==> config.mk <==
export PLATFORM = sky130hd
export DESIGN_NAME = mgia_fetch_shifter
export DESIGN_NICKNAME = d
export VERILOG_FILES = /design/src/rtl/mgia_fetch_shifter.sv
export SDC_FILE = /design/constraint.sdc
export NUM_CORES = 1
export LEC_CHECK = 0
export ABC_AREA = 1
export CAP_MARGIN = 20
export CORE_MARGIN = 10
export CORE_UTILIZATION = 42
export DETAILED_ROUTE_END_ITERATION = 8
export GPL_TIMING_DRIVEN = 0
export PLACE_DENSITY = 0.6
export SYNTH_ARGS = -nofsm -noshare
export SYNTH_HDL_FRONTEND = slang
export SYNTH_SLANG_ARGS = --single-unit
==> constraint.sdc <==
create_clock -name CLK_I_50MHZ -period 2.5 [get_ports CLK_I_50MHZ]
set_input_delay 0.375 -clock CLK_I_50MHZ [delete_from_list [all_inputs] [get_ports CLK_I_50MHZ]]
set_output_delay 0.375 -clock CLK_I_50MHZ [all_outputs]
set_load 0.01 [all_outputs]
==> src/rtl/mgia_fetch_shifter.sv <==
// MGIA frame-buffer fetch and pixel shifter.
// Wishbone read master feeding a prefetch FIFO that drains through a 1/2/4 bpp shifter.
module mgia_fetch_shifter #(
    parameter int DW    = 16,
    parameter int AW    = 20,
    parameter int DEPTH = 8
) (
    input  logic          CLK_I_50MHZ,
    input  logic          RST_I,
    input  logic          FRAME_I,
    input  logic [AW-1:0] BASE_I,
    input  logic [AW-1:0] WORDS_I,
    input  logic [1:0]    MODE_I,
    input  logic          PIX_EN_I,
    output logic [AW-1:0] MGIA_ADR_O,
    output logic          MGIA_CYC_O,
    output logic          MGIA_STB_O,
    input  logic [DW-1:0] MGIA_DAT_I,
    input  logic          MGIA_ACK_I,
    output logic [3:0]    PIX_O,
    output logic          UNDERRUN_O
);

    localparam int PTRW = $clog2(DEPTH);
    localparam int CW   = PTRW + 1;
    localparam int PW   = $clog2(DW);

    logic            stb_q;
    logic [AW-1:0]   adr_q;
    logic [AW-1:0]   words_q;

    logic [DW-1:0]   mem [DEPTH];
    logic [PTRW-1:0] wptr_q;
    logic [PTRW-1:0] rptr_q;
    logic [CW-1:0]   cnt_q;

    logic [DW-1:0]   word_q;
    logic [PW-1:0]   left_q;
    logic [1:0]      bpp_q;
    logic [3:0]      pix_q;
    logic            und_q;

    logic            push;
    logic            pop;
    logic            fifo_empty;
    logic            can_fetch;
    logic [DW-1:0]   head;

    // Top pixel of a word for a given depth, zero-extended to 4 bits.
    function automatic logic [3:0] top_bits(input logic [DW-1:0] w,
                                            input logic [1:0] m);
        case (m)
            2'd0:    return {3'b000, w[DW-1]};
            2'd1:    return {2'b00, w[DW-1:DW-2]};
            default: return w[DW-1:DW-4];
        endcase
    endfunction

    // Move the next pixel up into the MSB position.
    function automatic logic [DW-1:0] shl(input logic [DW-1:0] w,
                                          input logic [1:0] m);
        case (m)
            2'd0:    return w << 1;
            2'd1:    return w << 2;
            default: return w << 4;
        endcase
    endfunction

    // Pixels still to emit after the first one of a freshly loaded word.
    function automatic logic [PW-1:0] first_left(input logic [1:0] m);
        case (m)
            2'd0:    return PW'(DW - 1);
            2'd1:    return PW'(DW / 2 - 1);
            default: return PW'(DW / 4 - 1);
        endcase
    endfunction

    // A coincident FRAME_I or reset discards the acknowledged word.
    assign push       = stb_q & MGIA_ACK_I & ~FRAME_I & ~RST_I;
    assign fifo_empty = (cnt_q == '0);
    assign pop        = PIX_EN_I & ~FRAME_I & (left_q == '0) & ~fifo_empty;
    assign can_fetch  = ~stb_q & (cnt_q < CW'(DEPTH)) & (words_q != '0);
    assign head       = mem[rptr_q];

    assign MGIA_ADR_O = adr_q;
    assign MGIA_CYC_O = stb_q;
    assign MGIA_STB_O = stb_q;
    assign PIX_O      = pix_q;
    assign UNDERRUN_O = und_q;

    // Bus master: one read in flight, strobe drops for a cycle after each ack.
    always_ff @(posedge CLK_I_50MHZ) begin
        if (RST_I) begin
            stb_q   <= 1'b0;
            adr_q   <= '0;
            words_q <= '0;
        end else if (FRAME_I) begin
            stb_q   <= 1'b0;
            adr_q   <= BASE_I;
            words_q <= WORDS_I;
        end else if (stb_q && MGIA_ACK_I) begin
            stb_q   <= 1'b0;
            adr_q   <= adr_q + AW'(1);
            words_q <= words_q - AW'(1);
        end else if (can_fetch) begin
            stb_q   <= 1'b1;
        end
    end

    // FIFO storage; contents need no reset since the pointers gate them.
    always_ff @(posedge CLK_I_50MHZ) begin
        if (push)
            mem[wptr_q] <= MGIA_DAT_I;
    end

    // FIFO pointers and occupancy.
    always_ff @(posedge CLK_I_50MHZ) begin
        if (RST_I || FRAME_I) begin
            wptr_q <= '0;
            rptr_q <= '0;
            cnt_q  <= '0;
        end else begin
            if (push)
                wptr_q <= wptr_q + PTRW'(1);
            if (pop)
                rptr_q <= rptr_q + PTRW'(1);
            case ({push, pop})
                2'b10:   cnt_q <= cnt_q + CW'(1);
                2'b01:   cnt_q <= cnt_q - CW'(1);
                default: cnt_q <= cnt_q;
            endcase
        end
    end

    // Pixel shifter: MSB-first, depth latched at each word load.
    always_ff @(posedge CLK_I_50MHZ) begin
        if (RST_I || FRAME_I) begin
            word_q <= '0;
            left_q <= '0;
            bpp_q  <= 2'd0;
            pix_q  <= 4'd0;
            und_q  <= 1'b0;
        end else if (PIX_EN_I) begin
            if (left_q != '0) begin
                pix_q  <= top_bits(word_q, bpp_q);
                word_q <= shl(word_q, bpp_q);
                left_q <= left_q - PW'(1);
            end else if (!fifo_empty) begin
                pix_q  <= top_bits(head, MODE_I);
                word_q <= shl(head, MODE_I);
                left_q <= first_left(MODE_I);
                bpp_q  <= MODE_I;
            end else begin
                pix_q  <= 4'd0;
                und_q  <= 1'b1;
            end
        end
    end

endmodule

# ---- After elaboration in Yosys (flattened, before gate mapping)
# Memories as Yosys holds them, arrays and structs flattened. A register that Yosys moved wholly into a read port is not among the register bits.
# Index checks and enable logic that the tools add are counted.
# Widths: inputs -> output; s select.
dict set report op_classes {
  reduce_logical 14
  add_sub_neg 7
  n_eq_ne 5
  n_bitwise 13
  order_cmp 1
  muxes 20
}
# cell n
set ops {}
lappend ops {{$mux 20} 4}
lappend ops {{$pmux 16 s2} 2}
lappend ops {{$mux 16} 2}
lappend ops {{$pmux 4 s2} 4}
lappend ops {{$add 20x1->20 const B} 1}
lappend ops {{$reduce_bool 20->1} 1}
lappend ops {{$sub 20x1->20 const B} 1}
lappend ops {{$mux 4} 4}
lappend ops {{$and 1x1->1} 8}
lappend ops {{$logic_not 4->1} 2}
lappend ops {{$sub 4x1->4 const B} 2}
lappend ops {{$add 3x1->3 const B} 2}
lappend ops {{$eq 2x1->1 const B} 3}
lappend ops {{$mux 3} 2}
lappend ops {{$reduce_and 3->1} 2}
lappend ops {{$not 1->1} 5}
lappend ops {{$add 4x1->4 const B} 1}
lappend ops {{$logic_not 2->1} 2}
lappend ops {{$lt 4x4->1 const B} 1}
lappend ops {{$reduce_bool 2->1} 2}
lappend ops {{$reduce_bool 4->1} 1}
lappend ops {{$reduce_or 3->1} 1}
lappend ops {{$eq 2x2->1 const B} 1}
lappend ops {{$mux 1} 2}
lappend ops {{4 further kinds} 4}
dict set report word_totals {
  wordCells 72
  ramBits 128
  input_bits 63
  out_inout_bits 27
  ff_bits 78
  n_memories 1
}
# memory words width read_ports rd_clocked_by_memory_dff write_ports line
set mem_list {}
lappend mem_list {mem 8 16 1 1 1 32} ;# logic [DW-1:0] mem [DEPTH];

# ---- Depth between registers and ports, before layout
# Gate-level depths: netlist of the first run.
dict set report depth {
  depth_word 6
  mapped_depth 15
  depth_no_buf 15
}

# ---- Worst setup path after synthesis of the first run
# No wires, ideal clock.
dict set report synth_path {
  kind {input -> register}
  startpoint {in RST_I}
  endpoint {mem mem[0][0], enable pin}
  t_arrival_ns 2.202
  n_path_buf 1
  slack_ns -0.112
  stages 6
  required_time_ns 2.091
  path_cell_list {buf_2 nor2_4 inv_1 nor2_4 nand2_1 nor3_1}
}
dict set report synth_via {
  elab_chain_len 4
}
# element line
set synth_lines {}
lappend synth_lines {{from (decl)} 9} ;# input logic RST_I,
lappend synth_lines {{$not 1->1} 79} ;# assign push = stb_q & MGIA_ACK_I & ~FRAME_I & ~RST_I;
lappend synth_lines {{$and 1x1->1} 79}
lappend synth_lines {{$mux 1} 112} ;# if (push)
lappend synth_lines {{$mux 1 (implied by the code)} 113} ;# mem[wptr_q] <= MGIA_DAT_I;
lappend synth_lines {{to (decl)} 32}
# Every way passes these cells.

# ---- Worst setup path after layout of the first run
dict set report layout_path {
  startpoint {reg stb_q, in the netlist MGIA_CYC_O}
  endpoint {mem mem[6][15], enable pin}
}
dict set report layout_via {
  elab_chain_len 5
}
# element line
set layout_lines {}
lappend layout_lines {{from (decl)} 28} ;# logic stb_q;
lappend layout_lines {{from (signal assigned)} 94} ;# stb_q <= 1'b0;
lappend layout_lines {{from (signal assigned)} 98} ;# stb_q <= 1'b0;
lappend layout_lines {{from (signal assigned)} 102} ;# stb_q <= 1'b0;
lappend layout_lines {{$and 1x1->1 (3 in a row)} 79}
lappend layout_lines {{$mux 1} 112}
lappend layout_lines {{$mux 1 (implied by the code)} 113}
# Every way passes these cells.

==> metrics.txt, run 1 <==
worst skew pair latency 0.53 ns; Startpoint Class flop; slew of the pin with the lowest slew margin 0.9541 ns; Hold Path Class input port to flop; PwrDens 635.9 nW/µm²; first-pass GRT wire length 46950 µm; CP required 2.74 ns; critical path type flop to flop; # diodes 0; setup violators final 0; CTS tree done; Relative slew margins 36.05%; initial DRC count 744; Worst Setup End Kind flop; CP max FO 9; final cell count without fillers 1738; Synth top area share 37.29%; Final Max Tran Viols 0; Total Power 8.042 mW; DP HPWL 21950 µm; grt ovf 0; Max Root-Sink Buffers 3; DP Cell Count 1692; clock sinks 208; Num CTS Buffers 24; die height 176.7 µm; initial core utilization 42.51%; Layout Skew 0.02170 ns; mean cell area of the mapped netlist 8.104 µm²; core area 24250 µm²; Clock transition at path regs 0.06 ns; IO Pins 90; status complete, no violations; Clock Tree Root clkbuf_16; Seq/Total Area, Yosys 52.82%; WL final 30090 µm; FP Rows 57; Layout fillers 2348; Avg WL per Cell 17.31 µm; RSZ-0062 raised after global routing yes; Critical Path AT 2.66 ns; IO Port Bufs 87; period utilisation layout 97.08%; syn_nets 1345; number of remaining DRC errors 0; synth top area cells edfxtp_1, dfxtp_1, nand2_1, nand3_1, inv_1; initial antenna violation count 1; LEAKAGE 5.121 nW; Routed Antenna Nets 0; Final Hold Viols 0; Die X 176.7 µm; Synth Cell Area 10310 µm²; die area 31210 µm²; min cycle time layout 2.427 ns; post-synth cell types 35; Ys Warns 0; H-tree levels 1; vias in the first global route 8619; share of cells above drive strength 1 8.416%; synthesized flop and latch total 208; DR vias/cell 5.178; drt first pass iters 5; leading area contributor after synthesis edfxtp_1; Maximum Capacitance Violations 0; routability congestion estimate 0.8866; Final nets 1470; Post-Syn Instances 1272; GRT Total Usage 18.84%; worst vdd ir 0.0003722 V; fmax 412.0 MHz; largest net degree at the start of global routing 14; area grow syn2layout 22.68%; vias 8999
-- cell families after synthesis --
| logic type | count (synthesis) | share of synthesized area (%) |
|---|---|---|
| AND/OR/NAND/NOR | 621 | 25.77 |
| XOR/XNOR | 18 | 1.529 |
| buffers and inverters | 229 | 8.957 |
| flip-flops | 208 | 52.82 |
| adder cells (fa/ha/maj) | 10 | 1.214 |
| AO/OA/AOI/OAI | 186 | 9.710 |
-- what timing repair did --
action                                  in CTS  in global routing
pin swaps                                    1                  1
resized for setup                            6                  6
setup buffers                                1                  2
cloned                                       0                  0
hold buffers                                 0                  0
endpoints found under the setup margin       3                 44
-- layout by cell type, fill, tap and decap left out, drive strengths merged, types with 3 or more instances in the layout --
| master | count |
|---|---|
| a21oi | 79 |
| a31oi | 18 |
| and2 | 3 |
| buf | 46 |
| bufinv | 3 |
| clkbuf | 49 |
| clkdlybuf4s50 | 87 |
| clkinv | 9 |
| dfxtp | 80 |
| edfxtp | 128 |
| ha | 10 |
| inv | 176 |
| nand2 | 364 |
| nand3 | 156 |
| nand4 | 12 |
| nor2 | 65 |
| nor3 | 20 |
| o211ai | 8 |
| o21ai | 75 |
| xnor2 | 6 |
| xor2 | 12 |
-- area by class of cell --
type	instances	area (µm²)	share of cell area, %
plain buffers	54	266.5	2.107
clock buffers	29	659.4	5.214
clock inverters	14	176.4	1.395
inverters	175	659.4	5.214
multi-input cells	835	4029	31.86
flip-flops and latches	208	5445	43.06
well taps	324	405.4	3.205
repair buffers	99	1006	7.954
-- flip-flops by register name, summed over array words and instances (netlist names), named ones only --
register    cells
MGIA_ADR_O     20
MGIA_CYC_O      1
PIX_O           4
UNDERRUN_O      1
bpp_q           2
cnt_q           4
left_q          4
mem           128
rptr_q          3
word_q         15
words_q        20
wptr_q          3
-- routing by layer --
| layer | part of all wire [%] | track usage [%] | vias to the layer above |
|---|---|---|---|
| li1 | - | - | 4444 |
| met1 | 45 | 25.12 | 4220 |
| met2 | 47 | 31.09 | 296 |
| met3 | 6.9 | 3.392 | 37 |
| met4 | 1.6 | 4.518 | 2 |
| met5 | 0.060 | 0 | - |
-- power breakdown --
group	internal (mW)	leakage (nW)	total, mW	switching (mW)
clock	2.20	0.412	3.63	1.43
combinational	0.275	2.90	0.661	0.387
sequential	3.69	1.80	3.75	0.0558
total	6.17	5.12	8.04	1.87
-- critical path: stages (launching register included) --
cell     delay, ns
dfxtp_1       0.42
nand2_2       0.20
nor2_4        0.28
nand2_1       0.22
nor3_2        0.77
buf_8         0.24
-- cell usage after synthesis, drive strengths merged --
cell,count
a211oi,2
a21oi,79
a22oi,2
a31oi,18
and2,3
buf,34
clkbuf,20
dfxtp,80
edfxtp,128
ha,10
inv,175
nand2,364
nand3,156
nand4,12
nor2,65
nor3,20
o2111ai,1
o211ai,8
o21ai,75
o31ai,1
or2,1
xnor2,6
xor2,12
-- stage by stage --
stage,setup WS (ns),setup TNS [ns],util (%),instance area (µm²),hold WS [ns]
3_3_place_gp,-1.927,-179.43,47.78,11580,0.4501
2_1_floorplan,-0.1116,-10.12,-,10310,0.4334
6_report,0.07300,0,52.16,12650,0.1732
3_5_place_dp,-0.4126,-26.97,48.38,11730,0.4574
5_1_grt,-0.07127,-0.9910,52.16,12650,0.1826
4_1_cts,0.005096,0,52.00,12610,0.1566
-- path summary, 6_finish.rpt --
path / cells past startpoint / from / endpoint / slack [ns]
hold / removal: 2 / RST_I / words_q[7]$_SDFFE_PP0P_ / 0.17
setup / recovery: 5 / MGIA_CYC_O$_SDFFE_PP0P_ / mem[6][15]$_DFFE_PP_ / 0.07
setup reg to reg: 5 / MGIA_CYC_O$_SDFFE_PP0P_ / mem[6][15]$_DFFE_PP_ / 0.07
hold reg to reg: 2 / words_q[0]$_SDFFE_PP0P_ / words_q[0]$_SDFFE_PP0P_ / 0.48
No activity file was read; power rests on OpenSTA's default activity.
==> inputs of run 2 (changes only) <==
--- a/config.mk
+++ b/config.mk
@@ -12,6 +12,7 @@
 export DETAILED_ROUTE_END_ITERATION = 8
 export GPL_TIMING_DRIVEN = 0
 export PLACE_DENSITY = 0.6
+export SETUP_SLACK_MARGIN = 0.3
 export SYNTH_ARGS = -nofsm -noshare
 export SYNTH_HDL_FRONTEND = slang
 export SYNTH_SLANG_ARGS = --single-unit
==> run 2 against run 1 <==
Clock power decreased by 4%. Global-route usage increased by 0.26 points. Non-clock buffer count increased by 13. Routed wire length rose by 0.23%. Total power is 1.9% lower. Critical path depth up 11. Critical path type unchanged.
==> metrics.txt, run 2 (synthesis gave the netlist of run 1 again) <==
status complete, no violations; WHS 0.1815 ns (+0.008289 ns); DP Area 11780 µm² (+0.38%); number of remaining DRC errors 0 (unchanged); max incr delay on CP 0.30 ns (-0.47 ns); initial antenna violation count 1 (unchanged); vias in the first global route 8831 (+2.5%); worst vdd ir 0.0003977 V (+6.8%); largest net degree at the start of global routing 14 (unchanged); CP top delay family simple AND/OR/NAND/NOR gates; die area 31210 µm² (unchanged); WP buf/inv 4 (+3); CP Cell Sequence inv_2 -> ha_4 -> nand3_4 -> inv_4 -> nand2_2 -> nor2_4 -> nand2_2 -> inv_2 -> ha_4 -> buf_12 -> xor2_4 -> nand3_1 -> nand2_1 -> nand3_1 -> o21ai_1 -> a21oi_1; WL final 30160 µm (+0.23%); min cycle time layout 2.127 ns (-0.2997 ns); most frequent cells in the layout nand2_1, inv_1, nand3_1; RSZ-0062 raised after global routing yes; CTS tree done; LEAKAGE 5.202 nW (+1.6%); IO Port Bufs 87 (unchanged); max reg flops 128 (unchanged); Hold Path Class input port to flop; slew of the pin with the lowest slew margin 0.7619 ns (-0.1923 ns); die height 176.7 µm (unchanged); area occupied by multi-input gates 4078 µm² (+1.2%); vias 8910 (-0.99%); Layout Skew 0.01478 ns (-0.006921 ns); Startpoint Class flop; Final Hold Viols 0 (unchanged); register area 5448 µm² (about the same); PwrDens 617.2 nW/µm² (-2.9%); clock sinks 208 (unchanged); Die X 176.7 µm (unchanged); Num CTS Buffers 24 (unchanged); initial core utilization 42.51% (unchanged); Worst Setup End Kind flop; power share of the combinational group 8.5% (+0.3 points); Clock transition at path regs 0.06 ns (about the same); Relative slew margins 49.21% (+13 points); slowest CP cell dfxtp_1; Routed Antenna Nets 0 (unchanged); initial DRC count 611 (-18%); grt ovf 0 (unchanged); Final Max Tran Viols 0 (unchanged); DP HPWL 21720 µm (-1.1%); Maximum Capacitance Violations 0 (unchanged); Avg WL per Cell 17.20 µm (-0.63%); CP max FO 4 (-5); first-pass GRT wire length 47710 µm (+1.6%); period utilisation layout 85.09% (-12 points); H-tree levels 1 (unchanged); critical path type flop to flop; worst skew pair latency 0.53 ns (about the same); Reg power frac 47.5% (+0.9 points); FP Rows 57 (unchanged); sw power 1.853 mW (-1.1%); CP required 2.90 ns (+0.16 ns); switching share of power 23.49% (+0.20 points); Final nets 1483 (+0.88%); core area 24250 µm² (unchanged); Reg with most FFs mem; most common cell after layout, fill and taps aside nand2_1; setup violators final 0 (unchanged); drt first pass iters 5 (unchanged); routability congestion estimate 0.8690 (-2.0%); Layout fillers 2305 (-1.8%); share of cells above drive strength 1 9.524% (+1.1 points); Clock Tree Root clkbuf_16; Total Power 7.888 mW (-1.9%); DR vias/cell 5.083 (-1.8%); power share of the clock group 44.0% (-1.2 points); Final Instance Area 12780 µm² (+1.0%); fmax 470.1 MHz (+14%); Critical Path AT 2.53 ns (-0.13 ns); GRT Total Usage 19.10% (+0.26 points); Cell Int Power 6.034 mW (-2.2%); Max Root-Sink Buffers 3 (unchanged); area grow syn2layout 23.97%; IO Pins 90 (unchanged)
run 2: layout make-up:
| class | instances | share of cell area, % |
|---|---|---|
| sequential | 208 | 42.63 |
| inverter | 175 | 5.160 |
| timing repair buffer | 112 | 8.851 |
| clock buffer | 35 | 5.502 |
| tap | 324 | 3.172 |
| antenna | 1 | 0.01958 |
| clock inverter | 9 | 0.6658 |
| multi-input combinational | 835 | 31.91 |
| buffer | 54 | 2.095 |
run 2: worst paths after layout:
path | to | slack [ns] | from | depth (start not counted)
setup / recovery | cnt_q[3]$_SDFFE_PP0P_ | 0.37 | left_q[0]$_SDFFE_PP0P_ | 16
hold / removal | words_q[9]$_SDFFE_PP0P_ | 0.18 | RST_I | 2
setup reg to reg | cnt_q[3]$_SDFFE_PP0P_ | 0.37 | left_q[0]$_SDFFE_PP0P_ | 16
hold reg to reg | bpp_q[0]$_SDFFE_PP0P_ | 0.47 | bpp_q[0]$_SDFFE_PP0P_ | 2
run 2: worst register-to-register path: stages (launching register included):
cell     delay [ns]
dfxtp_1        0.30
inv_2          0.10
ha_4           0.15
nand3_4        0.08
inv_4          0.09
nand2_2        0.08
nor2_4         0.12
nand2_2        0.07
inv_2          0.09
ha_4           0.19
buf_12         0.12
xor2_4         0.16
nand3_1        0.09
nand2_1        0.09
nand3_1        0.09
o21ai_1        0.13
a21oi_1        0.05
run 2: power by group through the flow:
stage | registers, mW | clock network, mW | logic [mW]
CTS | 3.75 | 3.54 | 0.660
finish | 3.75 | 3.47 | 0.668
global route | 3.75 | 3.68 | 0.745
floorplan | 3.82 | 0 | 0.351
detailed placement | 3.82 | 0 | 0.652
global placement | 3.82 | 0 | 0.646
run 2: repair_timing:
item | CTS | global route
endpoints found under the setup margin | 60 | 37
pin swaps | 3 | 1
buffers inserted | 4 | 11
endpoints found under the hold margin | 0 | 0
hold buffers | 0 | 0
gates resized for setup | 8 | 13
run 2: per-stage QoR:
stage	cells	setup WS, ns	setup TNS [ns]	utilization [%]
finish	1753	0.3727	0	52.70
global route	1752	0.2214	0	52.69
CTS	1741	0.2338	0	52.12
detailed placement	1693	-0.3014	-13.59	48.57
global placement	1683	-1.774	-176.86	47.87
floorplan	1272	-0.1116	-10.12	-
run 2: per-layer routing:
| metal | GRT usage [%] | up-vias | wire length [µm] | share of wire (%) |
|---|---|---|---|---|
| li1 | - | 4478 | - | - |
| met1 | 24.68 | 4112 | 13370 | 44 |
| met2 | 30.90 | 262 | 13840 | 46 |
| met3 | 3.968 | 58 | 1969 | 6.5 |
| met4 | 7.180 | 0 | 976 | 3.2 |
| met5 | 0 | - | 0 | 0 |
